[config.mk]
export PLATFORM = sky130hd
export DESIGN_NAME = directory_home_controller
export DESIGN_NICKNAME = d
export VERILOG_FILES = /design/src/rtl/directory_home_controller.sv
export SDC_FILE = /design/constraint.sdc
export NUM_CORES = 1
export LEC_CHECK = 0
export ABC_AREA = 1
export BUFFER_PORTS_ARGS = -buffer_cell sky130_fd_sc_hd__buf_4
export CAP_MARGIN = 30
export CORE_UTILIZATION = 55
export CTS_CLUSTER_DIAMETER = 100
export DETAILED_ROUTE_END_ITERATION = 12
export GPL_ROUTABILITY_DRIVEN = 1
export GPL_TIMING_DRIVEN = 0
export PLACE_DENSITY = 0.73
export REMOVE_ABC_BUFFERS = 1
export SYNTH_ARGS = -nofsm -noshare
export SYNTH_HDL_FRONTEND = slang
export SYNTH_SLANG_ARGS = --single-unit
[constraint.sdc]
create_clock -name clk -period 4.5 [get_ports clk]
set_input_delay 0 -clock clk [delete_from_list [all_inputs] [get_ports clk]]
set_output_delay 0 -clock clk [all_outputs]
set_load 0.005 [all_outputs]
[src/rtl/directory_home_controller.sv]
// -----------------------------------------------------------------------------
// directory_home_controller
//
// Home-node directory controller for one memory slice. It accepts one
// coherence request at a time from the node request network (read miss, write
// miss, upgrade, write-back). For each request it looks up the directory entry,
// sends FETCH / INVALIDATE / FETCH_INV messages to the remote caches that hold
// the block, waits for one ack per message, updates the entry and then replies
// to the requester.
//
// Ports
//   clk, rst_n                        clock, synchronous active-low reset
//   req_valid/req_ready               request handshake
//   req_type, req_node, req_block     00 WB, 01 READ_MISS, 10 WRITE_MISS, 11 UPGRADE
//   msg_valid/msg_ready               message to a remote cache
//   msg_type, msg_node, msg_block     01 FETCH, 10 INVALIDATE, 11 FETCH_INV
//   ack_valid                         one ack per message sent
//   rep_valid/rep_ready               reply handshake
//   rep_node, rep_block, rep_data     rep_data 1 = data reply, 0 = ack only
//   dir_busy                          high whenever the FSM is not IDLE
//   stat_req, stat_inv                only with DIR_STATS_EN: saturating
//                                     counts of accepted requests and of
//                                     INVALIDATE + FETCH_INV handshakes
//
// Optional feature macro: DIR_STATS_EN
// -----------------------------------------------------------------------------
module directory_home_controller #(
  parameter int NODES  = 4,
  parameter int BLOCKS = 16,
  localparam int NW = $clog2(NODES),
  localparam int BW = $clog2(BLOCKS)
) (
  input  logic          clk,
  input  logic          rst_n,
  input  logic          req_valid,
  output logic          req_ready,
  input  logic [1:0]    req_type,
  input  logic [NW-1:0] req_node,
  input  logic [BW-1:0] req_block,
  output logic          msg_valid,
  input  logic          msg_ready,
  output logic [1:0]    msg_type,
  output logic [NW-1:0] msg_node,
  output logic [BW-1:0] msg_block,
  input  logic          ack_valid,
  output logic          rep_valid,
  input  logic          rep_ready,
  output logic [NW-1:0] rep_node,
  output logic [BW-1:0] rep_block,
  output logic          rep_data,
`ifdef DIR_STATS_EN
  output logic [15:0]   stat_req,
  output logic [15:0]   stat_inv,
`endif
  output logic          dir_busy
);

  localparam logic [1:0] REQ_WB  = 2'b00;
  localparam logic [1:0] REQ_RM  = 2'b01;
  localparam logic [1:0] REQ_WM  = 2'b10;
  localparam logic [1:0] REQ_UPG = 2'b11;

  localparam logic [1:0] MSG_FETCH     = 2'b01;
  localparam logic [1:0] MSG_INV       = 2'b10;
  localparam logic [1:0] MSG_FETCH_INV = 2'b11;

  localparam logic [1:0] ST_INVALID = 2'b01;
  localparam logic [1:0] ST_SHARED  = 2'b10;
  localparam logic [1:0] ST_MOD     = 2'b11;

  typedef enum logic [2:0] {
    S_IDLE   = 3'd0,
    S_LOOKUP = 3'd1,
    S_SEND   = 3'd2,
    S_WAIT   = 3'd3,
    S_REPLY  = 3'd4
  } fsmState_t;

  fsmState_t state_r, stateNext_s;

  logic                             outEn_r;
  logic [1:0]                       reqType_r;
  logic [NW-1:0]                    reqNode_r;
  logic [BW-1:0]                    reqBlock_r;
  logic [NODES-1:0]                 target_r;
  logic [1:0]                       msgType_r;
  logic                             repData_r;
  logic [NW-1:0]                    scanIdx_r;
  logic [NW:0]                      pending_r;
  logic [BLOCKS-1:0][1:0]           dirState_r;
  logic [BLOCKS-1:0][NODES-1:0]     dirSharers_r;

  logic [1:0]       curState_s;
  logic [NODES-1:0] curSharers_s;
  logic [NODES-1:0] reqBit_s;
  logic             isOwner_s;
  logic             isSharer_s;
  logic [1:0]       lkState_s;
  logic [NODES-1:0] lkSharers_s;
  logic [NODES-1:0] lkTarget_s;
  logic [1:0]       lkMsgType_s;
  logic             lkRepData_s;
  logic             reqFire_s;
  logic             msgFire_s;
  logic             ackTake_s;
  logic             scanAdvance_s;
  logic             scanDone_s;
  logic             dirWrite_s;

  // Entry under lookup and requester decode. The directory is only written on
  // entry to REPLY, so these stay valid for the whole transaction.
  always_comb begin
    curState_s   = dirState_r[reqBlock_r];
    curSharers_s = dirSharers_r[reqBlock_r];
    reqBit_s     = '0;
    reqBit_s[reqNode_r] = 1'b1;
    isOwner_s    = (curState_s == ST_MOD) && (curSharers_s == reqBit_s);
    isSharer_s   = |(curSharers_s & reqBit_s);
  end

  // Protocol table: new entry, message targets, message type and reply kind.
  always_comb begin
    lkState_s   = curState_s;
    lkSharers_s = curSharers_s;
    lkTarget_s  = '0;
    lkMsgType_s = MSG_INV;
    lkRepData_s = 1'b1;
    case (reqType_r)
      REQ_WB: begin
        lkRepData_s = 1'b0;
        if (isOwner_s) begin
          lkState_s   = ST_INVALID;
          lkSharers_s = '0;
        end else begin
          lkState_s   = curState_s;
        end
      end
      REQ_RM: begin
        if (curState_s == ST_MOD) begin
          if (isOwner_s) begin
            lkSharers_s = reqBit_s;
          end else begin
            lkTarget_s  = curSharers_s;
            lkMsgType_s = MSG_FETCH;
            lkState_s   = ST_SHARED;
            lkSharers_s = curSharers_s | reqBit_s;
          end
        end else if (curState_s == ST_SHARED) begin
          lkSharers_s = curSharers_s | reqBit_s;
        end else begin
          lkState_s   = ST_SHARED;
          lkSharers_s = reqBit_s;
        end
      end
      REQ_WM, REQ_UPG: begin
        lkState_s   = ST_MOD;
        lkSharers_s = reqBit_s;
        if (curState_s == ST_MOD) begin
          if (isOwner_s) begin
            // Already the owner: an upgrade needs no data back.
            lkRepData_s = (reqType_r != REQ_UPG);
          end else begin
            lkTarget_s  = curSharers_s;
            lkMsgType_s = MSG_FETCH_INV;
          end
        end else if (curState_s == ST_SHARED) begin
          lkTarget_s  = curSharers_s;
          lkMsgType_s = MSG_INV;
          // Upgrade from a current sharer keeps its data; otherwise it is a
          // plain write miss and gets data.
          lkRepData_s = !((reqType_r == REQ_UPG) && isSharer_s);
        end else begin
          lkTarget_s  = '0;
        end
      end
      default: begin
        lkState_s = curState_s;
      end
    endcase
    // The requester never receives a message about its own request.
    lkTarget_s = lkTarget_s & ~reqBit_s;
  end

  assign reqFire_s     = req_valid && req_ready;
  assign msgFire_s     = msg_valid && msg_ready;
  assign ackTake_s     = ack_valid && (pending_r != '0);
  assign scanAdvance_s = !target_r[scanIdx_r] || msg_ready;
  assign scanDone_s    = scanAdvance_s && (scanIdx_r == NW'(NODES - 1));
  assign dirWrite_s    = (stateNext_s == S_REPLY) && (state_r != S_REPLY);

  // FSM state register.
  always_ff @(posedge clk) begin
    if (!rst_n) begin
      state_r <= S_IDLE;
    end else begin
      state_r <= stateNext_s;
    end
  end

  // FSM next-state logic.
  always_comb begin
    stateNext_s = state_r;
    case (state_r)
      S_IDLE: begin
        if (reqFire_s) stateNext_s = S_LOOKUP;
        else           stateNext_s = S_IDLE;
      end
      S_LOOKUP: begin
        if (lkTarget_s != '0) stateNext_s = S_SEND;
        else                  stateNext_s = S_REPLY;
      end
      S_SEND: begin
        if (scanDone_s) stateNext_s = S_WAIT;
        else            stateNext_s = S_SEND;
      end
      S_WAIT: begin
        if (pending_r == '0) stateNext_s = S_REPLY;
        else                 stateNext_s = S_WAIT;
      end
      S_REPLY: begin
        if (rep_ready) stateNext_s = S_IDLE;
        else           stateNext_s = S_REPLY;
      end
      default: stateNext_s = S_IDLE;
    endcase
  end

  // FSM outputs; every field is zero while its valid is low.
  always_comb begin
    if (state_r == S_IDLE) req_ready = outEn_r;
    else                   req_ready = 1'b0;
    if ((state_r == S_SEND) && target_r[scanIdx_r]) begin
      msg_valid = 1'b1;
      msg_type  = msgType_r;
      msg_node  = scanIdx_r;
      msg_block = reqBlock_r;
    end else begin
      msg_valid = 1'b0;
      msg_type  = 2'b00;
      msg_node  = '0;
      msg_block = '0;
    end
    if (state_r == S_REPLY) begin
      rep_valid = 1'b1;
      rep_node  = reqNode_r;
      rep_block = reqBlock_r;
      rep_data  = repData_r;
    end else begin
      rep_valid = 1'b0;
      rep_node  = '0;
      rep_block = '0;
      rep_data  = 1'b0;
    end
    dir_busy = (state_r != S_IDLE);
  end

  // Holds req_ready low through the reset cycles themselves.
  always_ff @(posedge clk) begin
    if (!rst_n) outEn_r <= 1'b0;
    else        outEn_r <= 1'b1;
  end

  // Request latch on handshake.
  always_ff @(posedge clk) begin
    if (!rst_n) begin
      reqType_r  <= 2'b00;
      reqNode_r  <= '0;
      reqBlock_r <= '0;
    end else if (reqFire_s) begin
      reqType_r  <= req_type;
      reqNode_r  <= req_node;
      reqBlock_r <= req_block;
    end
  end

  // Lookup results captured for the SEND and REPLY phases.
  always_ff @(posedge clk) begin
    if (!rst_n) begin
      target_r  <= '0;
      msgType_r <= 2'b00;
      repData_r <= 1'b0;
    end else if (state_r == S_LOOKUP) begin
      target_r  <= lkTarget_s;
      msgType_r <= lkMsgType_s;
      repData_r <= lkRepData_s;
    end
  end

  // Node scan pointer: one index per cycle, stalled on an unaccepted message.
  always_ff @(posedge clk) begin
    if (!rst_n) begin
      scanIdx_r <= '0;
    end else if (state_r == S_LOOKUP) begin
      scanIdx_r <= '0;
    end else if ((state_r == S_SEND) && scanAdvance_s) begin
      scanIdx_r <= scanIdx_r + {{(NW-1){1'b0}}, 1'b1};
    end
  end

  // Outstanding ack counter; acks with nothing outstanding are dropped.
  always_ff @(posedge clk) begin
    if (!rst_n) begin
      pending_r <= '0;
    end else begin
      case ({msgFire_s, ackTake_s})
        2'b10:   pending_r <= pending_r + {{NW{1'b0}}, 1'b1};
        2'b01:   pending_r <= pending_r - {{NW{1'b0}}, 1'b1};
        default: pending_r <= pending_r;
      endcase
    end
  end

  // Directory storage, updated once per transaction on entry to REPLY.
  always_ff @(posedge clk) begin
    if (!rst_n) begin
      for (int i = 0; i < BLOCKS; i++) begin
        dirState_r[i]   <= ST_INVALID;
        dirSharers_r[i] <= '0;
      end
    end else if (dirWrite_s) begin
      dirState_r[reqBlock_r]   <= lkState_s;
      dirSharers_r[reqBlock_r] <= lkSharers_s;
    end
  end

`ifdef DIR_STATS_EN
  logic [15:0] statReq_r;
  logic [15:0] statInv_r;

  // Saturating request and invalidation counters.
  always_ff @(posedge clk) begin
    if (!rst_n) begin
      statReq_r <= 16'd0;
      statInv_r <= 16'd0;
    end else begin
      if (reqFire_s && (statReq_r != 16'hFFFF)) statReq_r <= statReq_r + 16'd1;
      if (msgFire_s && (msgType_r != MSG_FETCH) && (statInv_r != 16'hFFFF))
        statInv_r <= statInv_r + 16'd1;
    end
  end

  assign stat_req = statReq_r;
  assign stat_inv = statInv_r;
`endif

endmodule

# Word-level counts from Yosys, hierarchy flattened
# Index checks and enable logic that the tools add are counted.
dict set report op_classes {
  addsub 3
  mul 0
  div 0
  n_lt_le_gt_ge 5
  n_eq_ne 16
  shift 0
  muxes 54
  n_bitwise 5
  reduce_logical 24
}
# operator n
set ops {}
lappend ops {{$bwmux W64} 1}
lappend ops {{$mux W4} 11}
lappend ops {{$bwmux W32} 1}
lappend ops {{$mux W2} 12}
lappend ops {{$bmux W4 S4} 1}
lappend ops {{$demux W4 S4} 1}
lappend ops {{$pmux W3 S5} 1}
lappend ops {{$mux W1} 13}
lappend ops {{$eq A2 B2 Y1 const B} 6}
lappend ops {{$pmux W4 S3} 1}
lappend ops {{$logic_and A1 B1 Y1} 11}
lappend ops {{$mux W3} 3}
lappend ops {{$and A4 B4 Y4} 2}
lappend ops {{$bmux W2 S4} 1}
lappend ops {{$demux W2 S4} 1}
lappend ops {{$pmux W4 S2} 1}
lappend ops {{$eq A3 B2 Y1 const B} 2}
lappend ops {{$eq A3 B3 Y1 const B} 2}
lappend ops {{$logic_not A3 Y1} 2}
lappend ops {{$lt A2 B3 Y1 const B} 2}
lappend ops {{$pmux W2 S3} 1}
lappend ops {{$pmux W3 S2} 1}
lappend ops {{$reduce_bool A3 Y1} 2}
lappend ops {{$lt A4 B5 Y1 const B} 1}
lappend ops {{other kinds (24)} 27}
dict set report totals {
  regBits 120
  latchBits 0
  ramBits 0
  romBits 0
  inputBits 14
  output_inout_bits 19
  word_cells 149
  memories 0
}

# Depth between registers and ports, before layout
# Gate-level depths: netlist (run 1).
dict set report depth {
  word_depth 15
  depth_mapped 23
  mapped_depth_nobuf 20
}

# Worst setup path before layout (run 1)
# OpenSTA, ideal clock, no wires.
dict set report synth_timing {
  path_kind {register to register}
  start {register reqBlock_r[0]}
  end {register dirSharers_r[15] (netlist bit)}
  arrival_ns 3.199
  t_required_ns 4.390
  slack_ns 1.191
  stages_incl_launch_ff 22
  n_path_buf 4
  path_cell_list {dfxtp_1 > buf_4 > nor2_1 > inv_2 > buf_2 > o22ai_1 > o21ai_1 > nand2_1 > nor2_2 > ha_1 > nor4_1 > inv_1 > nand3_1 > nand2_2 > o21ai_2 > nand3_2 > nand2_4 > buf_8 > buf_6 > nand4_1 > nand2_1 > nor2_1}
}
dict set report synth_between {
  elab_chain_cells 13
}
# element line_no
set synth_rtl {}
lappend synth_rtl {{start, declared} 84} ;# logic [BW-1:0] reqBlock_r;
lappend synth_rtl {{start signal, assigned} 272} ;# reqBlock_r <= req_block;
lappend synth_rtl {{$bmux W4 S4 / $bmux W2 S4 (equally long branches)} {114, 113}}
lappend synth_rtl {{$mux W4 (not written as such) / $mux W2 (equally long branches)} {114, 113}}
lappend synth_rtl {{$eq A4 B4 Y1 / $eq A2 B2 Y1 (equally long branches)} {117, 139, 158}}
lappend synth_rtl {{$logic_and A1 B1 Y1} 117} ;# isOwner_s = (curState_s == ST_MOD) && (curSharers_s == reqBit_s);
lappend synth_rtl {{$mux W4} {131, 140, 159}}
lappend synth_rtl {{$mux W4, on equally long branches} {158, 139}}
lappend synth_rtl {{$pmux W4 S2} 128} ;# case (reqType_r)
lappend synth_rtl {{$and A4 B4 Y4} 181} ;# lkTarget_s = lkTarget_s & ~reqBit_s;
lappend synth_rtl {{$reduce_bool A4 Y1} 209} ;# if (lkTarget_s != '0) stateNext_s = S_SEND;
lappend synth_rtl {{$mux W3} 209}
lappend synth_rtl {{$pmux W3 S5} 203} ;# case (state_r)
lappend synth_rtl {{$eq A3 B3 Y1} 189} ;# assign dirWrite_s = (stateNext_s == S_REPLY) && (state_r != S_REPLY);
lappend synth_rtl {{$logic_and A1 B1 Y1} 189}
lappend synth_rtl {{end signal, assigned by index} 322} ;# dirSharers_r[reqBlock_r] <= lkSharers_s;
lappend synth_rtl {{end, declared} 91} ;# logic [BLOCKS-1:0][NODES-1:0] dirSharers_r;
# Parallel ways exist; a longest one is shown, timed or not. The select of a mux whose other input is x is not followed.
# A chain may end at the register's enable or synchronous reset.

# Final worst setup path (run 1)
dict set report layout_timing {
  start {register reqBlock_r[0]}
  end {register dirState_r[1] (netlist bit)}
}
dict set report layout_between {
  elab_chain_cells 13
}
# element line_no
set layout_rtl {}
lappend layout_rtl {{$bmux W4 S4 / $bmux W2 S4 (equally long branches)} {114, 113}}
lappend layout_rtl {{$mux W4 (not written as such) / $mux W2 (equally long branches)} {114, 113}}
lappend layout_rtl {{$eq A4 B4 Y1 / $eq A2 B2 Y1 (equally long branches)} {117, 139, 158}}
lappend layout_rtl {{$logic_and A1 B1 Y1} 117}
lappend layout_rtl {{$mux W4} {140, 159}}
lappend layout_rtl {{$mux W4, on equally long branches} {158, 139}}
lappend layout_rtl {{$pmux W4 S2} 128}
lappend layout_rtl {{$and A4 B4 Y4} 181}
lappend layout_rtl {{$reduce_bool A4 Y1} 209}
lappend layout_rtl {{$mux W3} 209}
lappend layout_rtl {{$pmux W3 S5} 203}
lappend layout_rtl {{$eq A3 B3 Y1} 189}
lappend layout_rtl {{$logic_and A1 B1 Y1} 189}
lappend layout_rtl {{end signal, assigned by index} 321} ;# dirState_r[reqBlock_r] <= lkState_s;
lappend layout_rtl {{end, declared} 90} ;# logic [BLOCKS-1:0][1:0] dirState_r;
# Parallel ways exist; a longest one is shown, timed or not. The select of a mux whose other input is x is not followed.

==> results.tsv, run 1 <==
stage	metric	value	unit
synthesis	Post-synth EDFFs	0	
floorplanning	die footprint	0.0132	sq mm
floorplanning	# rows	40	
detailed_routing	WL per Instance	15.0	microns
clocking	clk slew on worst S/H paths	0.06	ns
synthesis	Main synth FF type	dfxtp_1	
sta	final hold violation count	0	
floorplanning	Initial Util	0.575	
critical_path	Worst Path Max Fanout	68	
floorplanning	I/O Pins	33	
power_and_ir_drop	leakage power	3.73	nW
synthesis	synth cell count leaders	nand2_1, inv_1, nor2_1	
sta	final worst path period need	4.24	ns
global_route	largest net degree at the start of global routing	115	
clocking	CTS tree	done	
sta	Worst Hold Slack	0.109	ns
synthesis	flops & latches, synth	120	
clocking	CTS Buf Count	17	
detailed_routing	drt pass-1 iters	5	
detailed_routing	drc violations	0	
synthesis	Synth Instances	1085	
critical_path	worst path required time	4.86	ns
synthesis	Synth area leader	dfxtp_1	
sta	Max-slew headroom	0.278	
sta	Worst Max-Slew Pin Slew	1.08	ns
place	PortBufs	32	
job	max-cap viol count	0	
finish	design area	0.00808	sq mm
detailed_routing	total wire length	19200	microns
synthesis	syn avg cell area	6.47	sq um
synthesis	top-count cell post-synth	nand2_1	
critical_path	Setup crit end kind	register	
global_route	total track usage	0.308	
clocking	TritonCTS Sinks	120	
finish	utilization of the core after routing	0.662	
critical_path	startpoint types	register	
floorplanning	core area	0.0122	sq mm
sta	Slew Limit Fails	0	
floorplanning	die height	115	microns
global_route	GR Overflow Total	0	
finish	layout cell share with drive strength beyond 1	0.114	
sta	FMAX	236	MHz
place	dpl hpwl	11600	microns
clocking	H-tree depth	4	
critical_path	critical path class	reg -> reg	
global_route	vias in the first global route	6324	
place	placed cell areas	0.00725	sq mm
place	gpl congestion	0.919	
detailed_routing	Via Count	6826	
global_route	initial antenna violation count	0	
status	status	finished, final reports clean	
clocking	Worst-Skew Late Latency	0.43	ns
synthesis	Yosys top cell area share	0.342	
synthesis	Warnings, synthesis	0	
clocking	root buffer cell	clkbuf_16	
power_and_ir_drop	Pwr per Cell Area	360	mW/mm^2
synthesis	Post-Synthesis Cell Area	0.00702	sq mm
synthesis	async set-reset flop share out of synthesis	0	
critical_path	Data arrival, critical path	4.61	ns
power_and_ir_drop	Peak supply drop	0.232	mV
finish	diode count	0	
finish	area grow syn2layout	15.2	%
synthesis	top post-synthesis cells by area	dfxtp_1, nand2_1, inv_1, nand4_1, nor2_1	
clocking	deepest clock path buffer count	2	
detailed_routing	number of vias per cell	5.31	
synthesis	Seq/Total Area, Yosys	0.342	
min_path	Hold Path Class	in -> reg	
finish	Layout Nets	1130	
sta	skew final	0.00634	ns
sta	Final setup violation count	0	
detailed_routing	Final ANT Viol Nets	0	
detailed_routing	initial drt markers	599	
sta	fin crit share	0.943	
floorplanning	Horiz. Die Dim	115	microns
global_route	global-route wire length before repair	31400	microns
synthesis	synth unique cells	36	
critical_path	internal reg-to-reg setup slack	0.26	ns
[worst paths after layout]
| path | from | endpoint | depth (start not counted) |
|---|---|---|---|
| worst max-delay path | reqBlock_r[0] | dirState_r[1] | 21 |
| worst min-delay path | rep_ready | state_r[2] | 4 |
| worst max register to register | reqBlock_r[0] | dirState_r[1] | 21 |
| worst min register to register | dirState_r[4] | dirState_r[4] | 2 |
[per-layer routing]
| metal | routed length, microns | track usage | up-vias |
|---|---|---|---|
| li1 | - | - | 3492 |
| met1 | 8620 | 0.410 | 3067 |
| met2 | 8920 | 0.489 | 229 |
| met3 | 1280 | 0.0622 | 38 |
| met4 | 422 | 0.126 | 0 |
| met5 | 0 | 0 | - |
[per-stage QoR]
stage | TNS (ns) | cells | setup WS, ns | total power [mW]
2_1_floorplan | -30.86 | 1031 | -0.380 | 1.33
3_3_place_gp | -193.61 | 1231 | -2.05 | 1.45
3_5_place_dp | -45.51 | 1237 | -0.654 | 1.47
4_1_cts | 0 | 1282 | 0.133 | 2.90
5_1_grt | -0.00364 | 1286 | -0.00364 | 3.00
6_report | 0 | 1286 | 0.258 | 2.91
[cell families after synthesis]
logic type / share of synthesized area
simple gates: 0.383
buf+inv: 0.162
flops: 0.342
compound gates: 0.0911
fa+ha+maj: 0.0207
[layout make-up]
| class | instances | area (sq um) |
|---|---|---|
| Sequential cell | 120 | 2410 |
| Clock buffer | 20 | 467 |
| Timing Repair Buffer | 53 | 510 |
| Clock inverter | 12 | 149 |
| Fill cell | 1130 | 4130 |
| Tap cell | 168 | 210 |
| Inverter | 213 | 811 |
| Multi-Input combinational cell | 700 | 3530 |
[cell usage in the layout (no fill, tap or decap), types with 2 or more instances in the layout]
cell type and instances:
nand2_1 279, inv_1 204, nor2_1 132, dfxtp_1 118
nand4_1 96, buf_4 38, o21ai_0 36, o22ai_1 30
nand3_1 26, a21oi_1 25, clkbuf_16 17, nand3_4 13
nor2_2 12, o21ai_1 10, ha_1 10, dlygate4sd3_1 10
inv_2 6, a22oi_1 5, clkinvlp_4 5, nor3_1 4
nand2_2 4, nand3_2 4, clkinv_2 4, buf_16 4
bufinv_16 3, clkbuf_8 3, clkinv_4 2, o21ai_2 2
nand2_4 2
[state kept, by name, indices dropped and copies added (netlist names)]
register	cells
dirSharers_r	64
dirState_r	32
msgType_r	2
outEn_r	1
pending_r	3
repData_r	1
reqBlock_r	4
reqNode_r	2
reqType_r	2
scanIdx_r	2
state_r	3
target_r	4
[power by group]
part           switching, mW  internal [mW]
logic                  0.273          0.106
clock network          0.519          0.910
registers             0.0173           1.08
total                  0.809           2.10
[critical path: stages, from the launching register on]
cell	delay (ns)
dfxtp_2	0.47
buf_16	0.20
nor2_2	0.09
inv_2	0.29
o22ai_1	0.14
o21ai_0	0.29
nand2_1	0.15
nor2_2	0.19
inv_1	0.08
ha_1	0.32
nor4_4	0.27
inv_1	0.10
nand3_1	0.13
nand2_2	0.11
o21ai_2	0.09
nand3_2	0.28
nand2_8	0.19
buf_16	0.29
nand3_2	0.21
nand2_1	0.12
inv_1	0.04
nor2_1	0.09
[what timing repair did]
item                                   in CTS  in global routing
setup buffers                               1                  2
setup endpoints to repair                  96                 53
gates cloned                                2                  0
hold buffers                               10                  0
pin swaps                                   0                  1
endpoints found under the hold margin      10                  0
resized for setup                           8                  1
Power figures use the tool's default switching activity.
==> run 2, diff against run 1 <==
Settings changed: ABC_CLOCK_PERIOD_IN_PS set to 4500, GPL_TIMING_DRIVEN 0 to unset.
==> results.tsv, run 2 (synthesis results as in run 1) <==
stage	metric	value	unit	change
clocking	Worst-Skew Late Latency	0.43	ns	about the same
global_route	vias in the first global route	5966		-5.7%
global_route	largest net degree at the start of global routing	67		-42%
finish	largest registers	dirSharers_r x64, dirState_r x32		
floorplanning	Horiz. Die Dim	115	microns	unchanged
finish	diode count	0		unchanged
critical_path	Data arrival, critical path	4.56	ns	-0.05 ns
critical_path	critical path class	reg -> reg		
finish	utilization of the core after routing	0.655		-0.00717
global_route	GR Overflow Total	0		unchanged
floorplanning	core area	0.0122	sq mm	unchanged
clocking	root buffer cell	clkbuf_16		
sta	final worst path period need	4.20	ns	-0.0386 ns
finish	Filler cells	1160		+2.7%
power_and_ir_drop	Peak supply drop	0.259	mV	+12%
clocking	H-tree depth	4		unchanged
sta	FMAX	238	MHz	+0.92%
place	placed cell areas	0.00731	sq mm	+0.79%
global_route	total track usage	0.305		-0.00316
finish	area grow syn2layout	13.9	%	
detailed_routing	total wire length	19200	microns	-0.43%
sta	fin crit share	0.934		-0.00858
sta	final worst-path setup slack	0.296	ns	+0.0386 ns
detailed_routing	drc violations	0		unchanged
sta	Worst Hold Slack	0.0837	ns	-0.0255 ns
power_and_ir_drop	leakage power	3.70	nW	-0.69%
detailed_routing	Final ANT Viol Nets	0		unchanged
sta	Final setup violation count	0		unchanged
floorplanning	I/O Pins	33		unchanged
finish	design area	0.00800	sq mm	-1.1%
power_and_ir_drop	Pwr per Cell Area	356	mW/mm^2	-1.0%
finish	most frequent cells in the layout	nand2_1, inv_1, nor2_1		
finish	commonest non-fill, non-tap cell in the layout	nand2_1		
sta	Max-slew headroom	0.457		+0.179
finish	Layout Nets	1134		+0.35%
status	status	finished, final reports clean		
floorplanning	Initial Util	0.575		unchanged
finish	layout cell share with drive strength beyond 1	0.106		-0.00744
critical_path	Worst Path Max Fanout	37		-46%
clocking	CTS tree	done		
critical_path	startpoint types	register		
sta	Slew Limit Fails	0		unchanged
clocking	clk slew on worst S/H paths	0.06	ns	about the same
clocking	deepest clock path buffer count	2		unchanged
global_route	global-route wire length before repair	30800	microns	-2.1%
critical_path	worst path required time	4.86	ns	about the same
floorplanning	# rows	40		unchanged
sta	final hold violation count	0		unchanged
place	dpl hpwl	12200	microns	+5.7%
detailed_routing	WL per Instance	14.9	microns	-0.66%
finish	Biggest register	dirSharers_r		
job	max-cap viol count	0		unchanged
place	dpl ws	0.377	ns	+1.03 ns
finish	max reg flops	64		unchanged
detailed_routing	drt pass-1 iters	8		+3
min_path	Hold Path Class	in -> reg		
global_route	initial antenna violation count	0		unchanged
critical_path	Setup crit end kind	register		
floorplanning	die footprint	0.0132	sq mm	unchanged
sta	Worst Max-Slew Pin Slew	0.814	ns	-0.267 ns
place	gpl congestion	0.970		+5.5%
detailed_routing	initial drt markers	648		+8.2%
clocking	TritonCTS Sinks	120		unchanged
sta	skew final	0.00974	ns	+0.00340 ns
detailed_routing	number of vias per cell	5.27		-0.64%
floorplanning	die height	115	microns	unchanged
sta	RSZ-0062 raised after global routing	no		
detailed_routing	Via Count	6798		-0.41%
clocking	CTS Buf Count	17		unchanged
place	PortBufs	32		unchanged
-- run 2: changes by cell type in the layout (fill, tap and decap cells not counted), moves of 3 or more --
cell / before / now
buf_4: 38 / 45
buf_16: 4 / 0
buf_12: 0 / 4
clkinvlp_4: 5 / 2
clkbuf_1: 0 / 4
-- run 2: layout make-up --
| cell class | instances | area (sq um) | share of cell area |
|---|---|---|---|
| Timing Repair Buffer | 59 | 518 | 0.0648 |
| Sequential cell | 120 | 2400 | 0.300 |
| Inverter | 213 | 802 | 0.100 |
| Multi-Input combinational cell | 698 | 3480 | 0.436 |
| Clock inverter | 9 | 125 | 0.0156 |
| Clock buffer | 22 | 454 | 0.0568 |
| Tap cell | 168 | 210 | 0.0263 |
-- run 2: metrics by stage --
stage	std cells	setup TNS, ns	power [mW]
finish	1289	0	2.85
global route	1289	0	2.94
CTS	1289	0	2.85
detailed placement	1248	0	1.48
global placement	1248	0	1.48
floorplan	1031	-30.86	1.33
-- run 2: path summary, 6_finish.rpt --
check | start | endpoint | slack [ns] | depth (start not counted)
setup / recovery | reqBlock_r[0] | dirSharers_r[27] | 0.30 | 20
hold / removal | rep_ready | state_r[2] | 0.08 | 4
setup reg to reg | reqBlock_r[0] | dirSharers_r[27] | 0.30 | 20
hold reg to reg | dirState_r[30] | dirState_r[30] | 0.46 | 2
-- run 2: repair_timing --
| action | in CTS | in global routing |
|---|---|---|
| resized for setup | 0 | 1 |
| buffers inserted | 0 | 0 |
| hold buffers | 10 | 0 |
| endpoints found under the hold margin | 11 | 0 |
| setup endpoints to repair | 0 | 24 |
-- run 2: power breakdown --
group / switching (mW) / internal (mW) / total, mW / leakage (nW)
combinational: 0.271 / 0.106 / 0.378 / 2.45
clock: 0.495 / 0.876 / 1.37 / 0.280
sequential: 0.0157 / 1.08 / 1.10 / 0.970
total: 0.782 / 2.07 / 2.85 / 3.70
-- run 2: worst max-delay path, stage by stage, from the launching register on --
cell and delay [ns]:
dfxtp_1 0.56, nand2_1 0.49, buf_4 0.32, o22ai_1 0.14, o21ai_0 0.13, nand2_1 0.10
nor2_1 0.07, ha_1 0.29, nor4_1 0.33, buf_4 0.20, inv_1 0.05, nand3_1 0.11
nand2_2 0.12, o21ai_2 0.10, nand3_2 0.18, nand2_8 0.25, buf_12 0.26, nand3_4 0.12
nand2_1 0.11, inv_1 0.04, nor2_1 0.12
-- run 2: routing by layer --
layer	vias up	part of all wire	global-route usage
met5	-	0	0
met4	0	0.028	0.142
met3	45	0.069	0.0569
met2	261	0.46	0.478
met1	3004	0.45	0.407
li1	3488	-	-
